[config.mk]
export PLATFORM = sky130hd
export DESIGN_NAME = background_gen_flat
export DESIGN_NICKNAME = d
export VERILOG_FILES = /design/src/rtl/background_gen_if.sv /design/src/rtl/background_gen.sv /design/src/flat_wrapper.sv
export SDC_FILE = /design/constraint.sdc
export NUM_CORES = 1
export LEC_CHECK = 0
export CORE_UTILIZATION = 55
export DETAILED_ROUTE_END_ITERATION = 12
export PLACE_DENSITY = 0.82
export SYNTH_ARGS = -nofsm -noshare
export SYNTH_HDL_FRONTEND = slang
export SYNTH_SLANG_ARGS = --single-unit
[constraint.sdc]
create_clock -name clk -period 3.8 [get_ports clk]
set_clock_uncertainty 0.15 [all_clocks]
set_input_delay 0.95 -clock clk [delete_from_list [all_inputs] [get_ports clk]]
set_output_delay 0.95 -clock clk [all_outputs]
set_load 0.02 [all_outputs]
[src/rtl/background_gen_if.sv]
// background_gen_if -- pixel-path bundle between the timing generator and the
// background generator.
//   spotX/spotY       : signed current pixel column / line
//   frame_start       : one-cycle pulse before the first active pixel of a frame
//   mode/step         : pattern select and per-frame scroll increment
//   bck_r/bck_g/bck_b : base colour components
//   bck_rgb/bck_valid : generated colour {r,g,b} and active-pixel flag
// master = pixel source (drives coordinates/controls), slave = generator.
interface background_gen_if;
   logic signed [10:0] spotX;
   logic signed [10:0] spotY;
   logic               frame_start;
   logic [1:0]         mode;
   logic [3:0]         step;
   logic [7:0]         bck_r;
   logic [7:0]         bck_g;
   logic [7:0]         bck_b;
   logic [23:0]        bck_rgb;
   logic               bck_valid;

   modport master (
      output spotX, spotY, frame_start, mode, step, bck_r, bck_g, bck_b,
      input  bck_rgb, bck_valid
   );

   modport slave (
      input  spotX, spotY, frame_start, mode, step, bck_r, bck_g, bck_b,
      output bck_rgb, bck_valid
   );
endinterface

[src/rtl/background_gen.sv]
// background_gen -- two-stage pipelined background colour generator.
// Produces a 24-bit colour per pixel from the spot coordinates using one of
// four patterns (horizontal / vertical / diagonal gradient, scrolling bands).
// Controls and colours are shadowed on frame_start so a frame never tears.
// Ports:
//   clk     : pixel clock
//   reset_n : asynchronous active-low reset
//   bus     : background_gen_if.slave (coordinates, controls, colour out)
// Latency: coordinates at edge N+1 -> bck_rgb/bck_valid at edge N+2.
module background_gen #(
   parameter int HACTIVE   = 800,
   parameter int VACTIVE   = 600,
   parameter int SHIFT     = 2,
   parameter int BAND_LOG2 = 6,
   parameter int OFFSET_W  = 10   // must not exceed 12 (distance width)
) (
   input  logic            clk,
   input  logic            reset_n,
   background_gen_if.slave bus
);

   localparam int NUM_CH = 3;
   localparam logic signed [11:0] HMAX  = 12'(HACTIVE);
   localparam logic signed [11:0] VMAX  = 12'(VACTIVE);
   localparam logic [11:0]        HLAST = 12'(HACTIVE - 1);
   localparam logic [11:0]        VLAST = 12'(VACTIVE - 1);
   localparam logic [11:0]        PH_MASK = 12'((1 << BAND_LOG2) - 1);

   // ---------------- frame shadows ----------------
   logic [1:0]                    r_mode;
   logic [3:0]                    r_step;
   logic [NUM_CH-1:0][7:0]        r_col;
   logic [OFFSET_W-1:0]           r_offset;

   always_ff @(posedge clk or negedge reset_n) begin
      if (!reset_n) begin
         r_mode   <= '0;
         r_step   <= '0;
         r_col    <= '0;
         r_offset <= '0;
      end else if (bus.frame_start) begin
         r_mode   <= bus.mode;
         r_step   <= bus.step;
         r_col    <= {bus.bck_r, bus.bck_g, bus.bck_b};
         // advance by the step that was in force during the finished frame;
         // wraps silently at 2^OFFSET_W
         r_offset <= r_offset + OFFSET_W'(r_step);
      end
   end

   // ---------------- stage 1: distance + active ----------------
   logic signed [11:0] w_xs, w_ys;
   logic [11:0]        w_xu, w_yu;
   logic               w_active;
   logic [11:0]        w_dx, w_dy, w_d2, w_d3, w_xo, w_d;
   logic [12:0]        w_sum;

   assign w_xs     = {bus.spotX[10], bus.spotX};
   assign w_ys     = {bus.spotY[10], bus.spotY};
   assign w_xu     = w_xs;
   assign w_yu     = w_ys;
   assign w_active = (w_xs >= 12'sd0) && (w_xs < HMAX) &&
                     (w_ys >= 12'sd0) && (w_ys < VMAX);

   assign w_dx  = HLAST - w_xu;
   assign w_dy  = VLAST - w_yu;
   assign w_sum = {1'b0, w_dx} + {1'b0, w_dy};
   assign w_d2  = 12'(w_sum >> 1);
   // band phase is pre-scaled by SHIFT so stage 2 recovers the raw phase
   assign w_xo  = w_xu + 12'(r_offset);
   assign w_d3  = (w_xo & PH_MASK) << SHIFT;

   always_comb begin
      w_d = '0;
      if (w_active) begin
         case (r_mode)
            2'd0:    w_d = w_dx;
            2'd1:    w_d = w_dy;
            2'd2:    w_d = w_d2;
            default: w_d = w_d3;
         endcase
      end
   end

   logic [11:0]            r_d1;
   logic [NUM_CH-1:0][7:0] r_col1;
   logic [2:1]             r_vld_pipe;

   // colours travel with the pixel so a pixel sampled on the frame_start
   // cycle still finishes with the previous frame's colours
   always_ff @(posedge clk or negedge reset_n) begin
      if (!reset_n) begin
         r_d1          <= '0;
         r_col1        <= '0;
         r_vld_pipe[1] <= 1'b0;
      end else begin
         r_d1          <= w_d;
         r_col1        <= r_col;
         r_vld_pipe[1] <= w_active;
      end
   end

   // ---------------- stage 2: saturating subtract ----------------
   logic [11:0]            w_sh;
   logic [7:0]             w_s;
   logic [NUM_CH-1:0][7:0] w_sub;

   assign w_sh = r_d1 >> SHIFT;
   assign w_s  = (|w_sh[11:8]) ? 8'hFF : w_sh[7:0];

   for (genvar c = 0; c < NUM_CH; c++) begin : g_ch
      assign w_sub[c] = (r_col1[c] > w_s) ? (r_col1[c] - w_s) : 8'd0;
   end

   logic [NUM_CH-1:0][7:0] r_rgb;

   always_ff @(posedge clk or negedge reset_n) begin
      if (!reset_n) begin
         r_rgb         <= '0;
         r_vld_pipe[2] <= 1'b0;
      end else begin
         r_rgb         <= r_vld_pipe[1] ? w_sub : '0;
         r_vld_pipe[2] <= r_vld_pipe[1];
      end
   end

   assign bus.bck_rgb   = r_rgb;
   assign bus.bck_valid = r_vld_pipe[2];

endmodule

[src/flat_wrapper.sv]
// flat-port wrapper written by rule: the top's interface ports become plain ports
module background_gen_flat 
#(
   parameter int HACTIVE   = 800,
   parameter int VACTIVE   = 600,
   parameter int SHIFT     = 2,
   parameter int BAND_LOG2 = 6,
   parameter int OFFSET_W  = 10                                         
)
  (clk, reset_n, bus_spotX, bus_spotY, bus_frame_start, bus_mode, bus_step, bus_bck_r, bus_bck_g, bus_bck_b, bus_bck_rgb, bus_bck_valid);
  background_gen_if bus_i ();
  input  logic clk;
  input  logic reset_n;
  input wire logic [$bits(bus_i.spotX)-1:0] bus_spotX;
  input wire logic [$bits(bus_i.spotY)-1:0] bus_spotY;
  input wire logic [$bits(bus_i.frame_start)-1:0] bus_frame_start;
  input wire logic [$bits(bus_i.mode)-1:0] bus_mode;
  input wire logic [$bits(bus_i.step)-1:0] bus_step;
  input wire logic [$bits(bus_i.bck_r)-1:0] bus_bck_r;
  input wire logic [$bits(bus_i.bck_g)-1:0] bus_bck_g;
  input wire logic [$bits(bus_i.bck_b)-1:0] bus_bck_b;
  output wire logic [$bits(bus_i.bck_rgb)-1:0] bus_bck_rgb;
  output wire logic [$bits(bus_i.bck_valid)-1:0] bus_bck_valid;
  assign bus_i.spotX = bus_spotX;
  assign bus_i.spotY = bus_spotY;
  assign bus_i.frame_start = bus_frame_start;
  assign bus_i.mode = bus_mode;
  assign bus_i.step = bus_step;
  assign bus_i.bck_r = bus_bck_r;
  assign bus_i.bck_g = bus_bck_g;
  assign bus_i.bck_b = bus_bck_b;
  assign bus_bck_rgb = bus_i.bck_rgb;
  assign bus_bck_valid = bus_i.bck_valid;
  background_gen #(.HACTIVE(HACTIVE), .VACTIVE(VACTIVE), .SHIFT(SHIFT), .BAND_LOG2(BAND_LOG2), .OFFSET_W(OFFSET_W)) u_core (.clk(clk), .reset_n(reset_n), .bus(bus_i));
endmodule
Word level (Yosys, flattened, before mapping)
Cells that the tools add are included.
{"block": "word_totals", "out_inout_bits": 25, "regBits": 102, "elab_cells": 44}
{"block": "op_classes", "muxes": 7, "order_cmp": 7, "add_sub_neg": 8, "n_reduce_logical": 5, "eq_ne": 2}
{"cell": "case mux 12 bit (3 select lines)", "n": 1}
{"cell": "two-way mux 8 bit", "n": 4}
{"cell": "> comparator 8 bit", "n": 3}
{"cell": "two-way mux 24 bit", "n": 1}
{"cell": "subtractor 11 x 11 -> 12 bit (first input constant)", "n": 2}
{"cell": "subtractor 8 bit", "n": 3}
{"cell": "greater-or-equal comparator 11 x 1 -> 1 bit (second input constant)", "n": 2}
{"cell": "less-than comparator 11 bit (second input constant)", "n": 2}
{"cell": "adder 12 x 12 -> 13 bit", "n": 1}
{"cell": "two-way mux 12 bit", "n": 1}
{"cell": "adder 10 x 4 -> 10 bit", "n": 1}
{"cell": "adder 6 bit", "n": 1}
{"cell": "logical AND 1 bit", "n": 3}
{"cell": "== test 2 x 1 -> 1 bit (second input constant)", "n": 1}
{"cell": "== test 2 bit (second input constant)", "n": 1}
{"cell": "zero test 2 bit", "n": 1}
{"cell": "OR reduction 2 bit", "n": 1}

Logic depth before layout (Yosys ltp)
{"block": "depth", "depth_word": 5, "depth_mapped": 11, "ltp_nobuf": 11}

Worst setup path after synthesis
No wires, ideal clock.
{"block": "synth_timing", "path_type": "input to register", "startpoint": "input port bus_spotY[3]", "endpoint": "register u_core.r_d1[7]", "t_required_ps": 3531, "setup_ps": 119, "cell_stages": 10, "setup_slack_ps": 512, "path_buffers": 0, "t_arrival_ps": 3019, "cell_sequence": "ha_1 xor2_1 ha_1 a21o_1 a21o_1 a22o_2 nor2_4 xnor2_1 mux4_2 and2_1"}
{"block": "synth_via", "elab_chain_len": 4}
{"item": "from (decl)", "line": "flat_wrapper.sv:15", "text": "input wire logic [$bits(bus_i.spotY)-1:0] bus_spotY;"}
{"item": "subtractor 11 x 11 -> 12 bit or greater-or-equal comparator 11 x 1 -> 1 bit (tied branches)", "line": "background_gen.sv:66, background_gen.sv:63"}
{"item": "adder 12 x 12 -> 13 bit or logical AND 1 bit (tied branches)", "line": "background_gen.sv:67, background_gen.sv:62"}
{"item": "case mux 12 bit (3 select lines) or logical AND 1 bit (tied branches)", "line": "background_gen.sv:76, background_gen.sv:63"}
{"item": "two-way mux 12 bit (*)", "line": "background_gen.sv:75", "text": "if (w_active) begin"}
{"item": "named net u_core.w_d[7]", "line": "background_gen.sv:55", "text": "logic [11:0] w_dx, w_dy, w_d2, w_d3, w_xo, w_d;"}
{"item": "to (signal assigned)", "line": "background_gen.sv:97", "text": "r_d1 <= w_d;"}
{"item": "to (decl)", "line": "background_gen.sv:85", "text": "logic [11:0] r_d1;"}
Mark *: on every way through the listed nets, which the timed path passes. The rest lies on a longest branch.
A chain may end at the register's enable or synchronous reset.

Final worst setup path
Same ends and word-level chain as after synthesis.

==> impl_metrics.csv <==
group,metric,value,unit
yosys,syn_avg_cell_area,11.2,sq um
sta,period_needed,3.48,ns
yosys,synthArstFlopShare,1.00,
yosys,synth_area_leaders,"dfrtp_1 (46%), ha_1 (11%), mux2_2 (6.6%)",
critical_path,end_kind,"register",
pwr,leakagePower,0.00297,uW
critical_path,crit_chain,"clkdlybuf4s50_1, ha_1, xor2_1, ha_1, a21o_1, a21o_1, a22o_2, nor2_4, xnor2_1, mux4_2, and2_1",
route,avgViaCountPerCell,5.53,
route,wire_per_inst,15.6,microns
yosys,yosysTopAreaCell,"dfrtp_1",
pwr,ir_drop,0.301,mV
pwr,p_per_area,461,mW/mm^2
yosys,yosysWarnings,0,
yosys,synth_top_cell_area_share,0.457,
clock_tree,cts_made_buffers,9,
sta,fmax,288,MHz
place,hpwl,8.43,mm
place,gp_congestion,0.927,
critical_path,cp-startpoint,"bus_spotY[3]",
grt,grt_pass1_vias,3899,
cells_and_area,fill_cells,661,
critical_path,critPathBufInv,1,
critical_path,path_delay_family,"compound AO/OA/AOI/OAI gates",
grt,gr-total-overflow,0,
route,via_count,3867,
floorplan,design.core.area,0.00924,sq mm
sta,finalSetupViolations,0,
grt,grt_max_degree,47,
clock_tree,clk_path_buf_depth,2,
route,drc,0,
sta,hold_violations,0,
critical_path,critPathKind,"primary input to register",
yosys,syn_area,0.00525,sq mm
sta,slew_violations,0,
yosys,syn_nets,578,
place,portBuffers,79,
sta,slew_headroom,0.607,
hold_path,hp-class,"register to register",
floorplan,dieHeight,99.7,microns
place,pre_cts_ws,-0.0190,ns
floorplan,io_pins,80,
yosys,synth-edff-count,0,
cells_and_area,multi_input_area,0.00268,sq mm
critical_path,endpoint,"u_core.r_d1[7]",
clock_tree,cts_root_buffer,"clkbuf_8",
grt,grt_pass1_wl,17.6,mm
yosys,netlist_instances,470,
floorplan,initial_core_util,0.568,
route,drt_pass1_iterations,5,
floorplan,dieArea,0.00994,sq mm
critical_path,crit_fanout,2,
cells_and_area,seqCellArea,0.00240,sq mm
clock_tree,clkTransAtPathRegs,0.10,ns
floorplan,rows,35,
critical_path,worst_path_largest_cell_delay,0.49,ns
critical_path,rr_worst_depth,10,
cells_and_area,final_common_cell,"dfrtp_1",
critical_path,critPathLaunchType,"primary input",
critical_path,crit_cells,11,
floorplan,die_x,99.7,microns
critical_path,worstPathArrival,3.57,ns
sta,worstMarginPinSlew,0.590,ns
clock_tree,cts_resized,0,
cells_and_area,num_antenna_cells,0,
cells_and_area,mostFrequentLayoutCells,"dfrtp_1 (96), clkdlybuf4s50_1 (78), ha_1 (48)",
cells_and_area,fin_area,0.00651,sq mm
critical_path,r2r_slack,0.58,ns
route,drt_iter0_drc,126,
sta,finalCritPeriodShare,0.915,
critical_path,r2r_start,"u_core.r_d1[11]",
cells_and_area,area_growth,23.9,%
grt,antenna_found_initial,0,
sta,rsz0062_at_grt,"false",
grt,grtUsageTotal,0.230,
yosys,synthFlopType,"dfrtp_1",
route,routed_wirelength,10.9,mm
clock_tree,hold_buffers,0,
critical_path,timing.rr.end,"u_core.bus.bck_rgb[6]",
yosys,yosysSeqAreaShare,0.457,
cells_and_area,nets,673,
yosys,synthDistinctLibCells,52,
run,cap_violations,0,
critical_path,slowest_stage,"clkdlybuf4s50_1",
cells_and_area,drive_gt1_frac,0.133,
place,placed_area,0.00627,sq mm
yosys,yosys_register_bits,96,
clock_tree,insertion_delay,0.36,ns
route,ant_nets,0,
clock_tree,htree_num_levels,3,
outcome,status,"complete, no violations",
sta,fin_ws,0.324,ns
clock_tree,cts_tree,"yes",
clock_tree,post-cts-setup-buffer-count,0,
critical_path,worst_ep_required_time,3.89,ns
clock_tree,cts_sinks,96,
==> state kept, by name, summed over array words and instances, names as in the netlist <==
register	count
u_core.bus.bck_rgb	24
u_core.bus.bck_valid	1
u_core.r_col	24
u_core.r_col1	24
u_core.r_d1	10
u_core.r_mode	2
u_core.r_offset	6
u_core.r_step	4
u_core.r_vld_pipe	1
==> per-stage QoR <==
step,power (uW),hold slack [ns],utilization,cells,TNS (ns)
after floorplan,1930,0.200,-,470,0
final,3000,0.218,0.704,699,0
after detailed placement,2240,0.210,0.678,683,-0.0328
after global routing,3170,0.235,0.704,699,0
after CTS,3010,0.221,0.704,699,0
after global placement,2200,0.205,0.678,683,0
==> kinds of logic (layout without fill, tap and decap cells) <==
kind of cell / after synthesis / in the layout / synth area share
fa+ha+maj: 53 / 53 / 0.133
buf+inv: 44 / 144 / 0.0315
mux: 39 / 39 / 0.0944
simple gates: 116 / 116 / 0.116
xor+xnor: 32 / 32 / 0.0577
compound gates: 90 / 90 / 0.110
flops: 96 / 96 / 0.457
==> worst min-delay path by stage <==
stage                                 from           endpoint  slack [ns]  cells past startpoint
final                     u_core.r_col[20]  u_core.r_col1[20]        0.22                      0
after global routing      u_core.r_col[20]  u_core.r_col1[20]        0.24                      0
after CTS                 u_core.r_col[20]  u_core.r_col1[20]        0.22                      0
after detailed placement  u_core.r_col[21]  u_core.r_col1[21]        0.21                      0
after global placement    u_core.r_col[23]  u_core.r_col1[23]        0.20                      0
after floorplan            u_core.r_col[0]   u_core.r_col1[0]        0.20                      0
==> cell usage after synthesis, drive strengths merged (5+ instances only) <==
master / number
nor2b: 12
fa: 5
xnor2: 25
clkbuf: 8
nand2: 13
mux2: 31
inv: 36
a21o: 10
xor2: 6
o21ai: 25
nand4: 6
nor2: 37
nor3: 19
ha: 48
mux4: 5
dfrtp: 96
nand2b: 6
a21oi: 26
==> final cells by class <==
| cell class | instances | area share |
|---|---|---|
| Timing Repair Buffer | 92 | 0.136 |
| Clock inverter | 5 | 0.0133 |
| Tap cell | 129 | 0.0248 |
| Multi-Input combinational cell | 330 | 0.412 |
| Inverter | 36 | 0.0208 |
| Clock buffer | 11 | 0.0233 |
| Sequential cell | 96 | 0.369 |
==> power by group <==
part | total, uW | internal, uW | switching (uW)
registers | 1210 | 1130 | 78.9
logic | 1030 | 519 | 509
clock network | 758 | 411 | 347
total | 3000 | 2060 | 935
==> per-layer routing <==
layer | routed length [microns] | vias to the layer above | track usage
met5 | 0 | - | 0
met4 | 215 | 0 | 0.0611
met3 | 455 | 27 | 0.0471
met2 | 5690 | 125 | 0.432
met1 | 4520 | 1869 | 0.265
li1 | - | 1846 | -
Note: power is estimated with default switching activity, not from simulation.
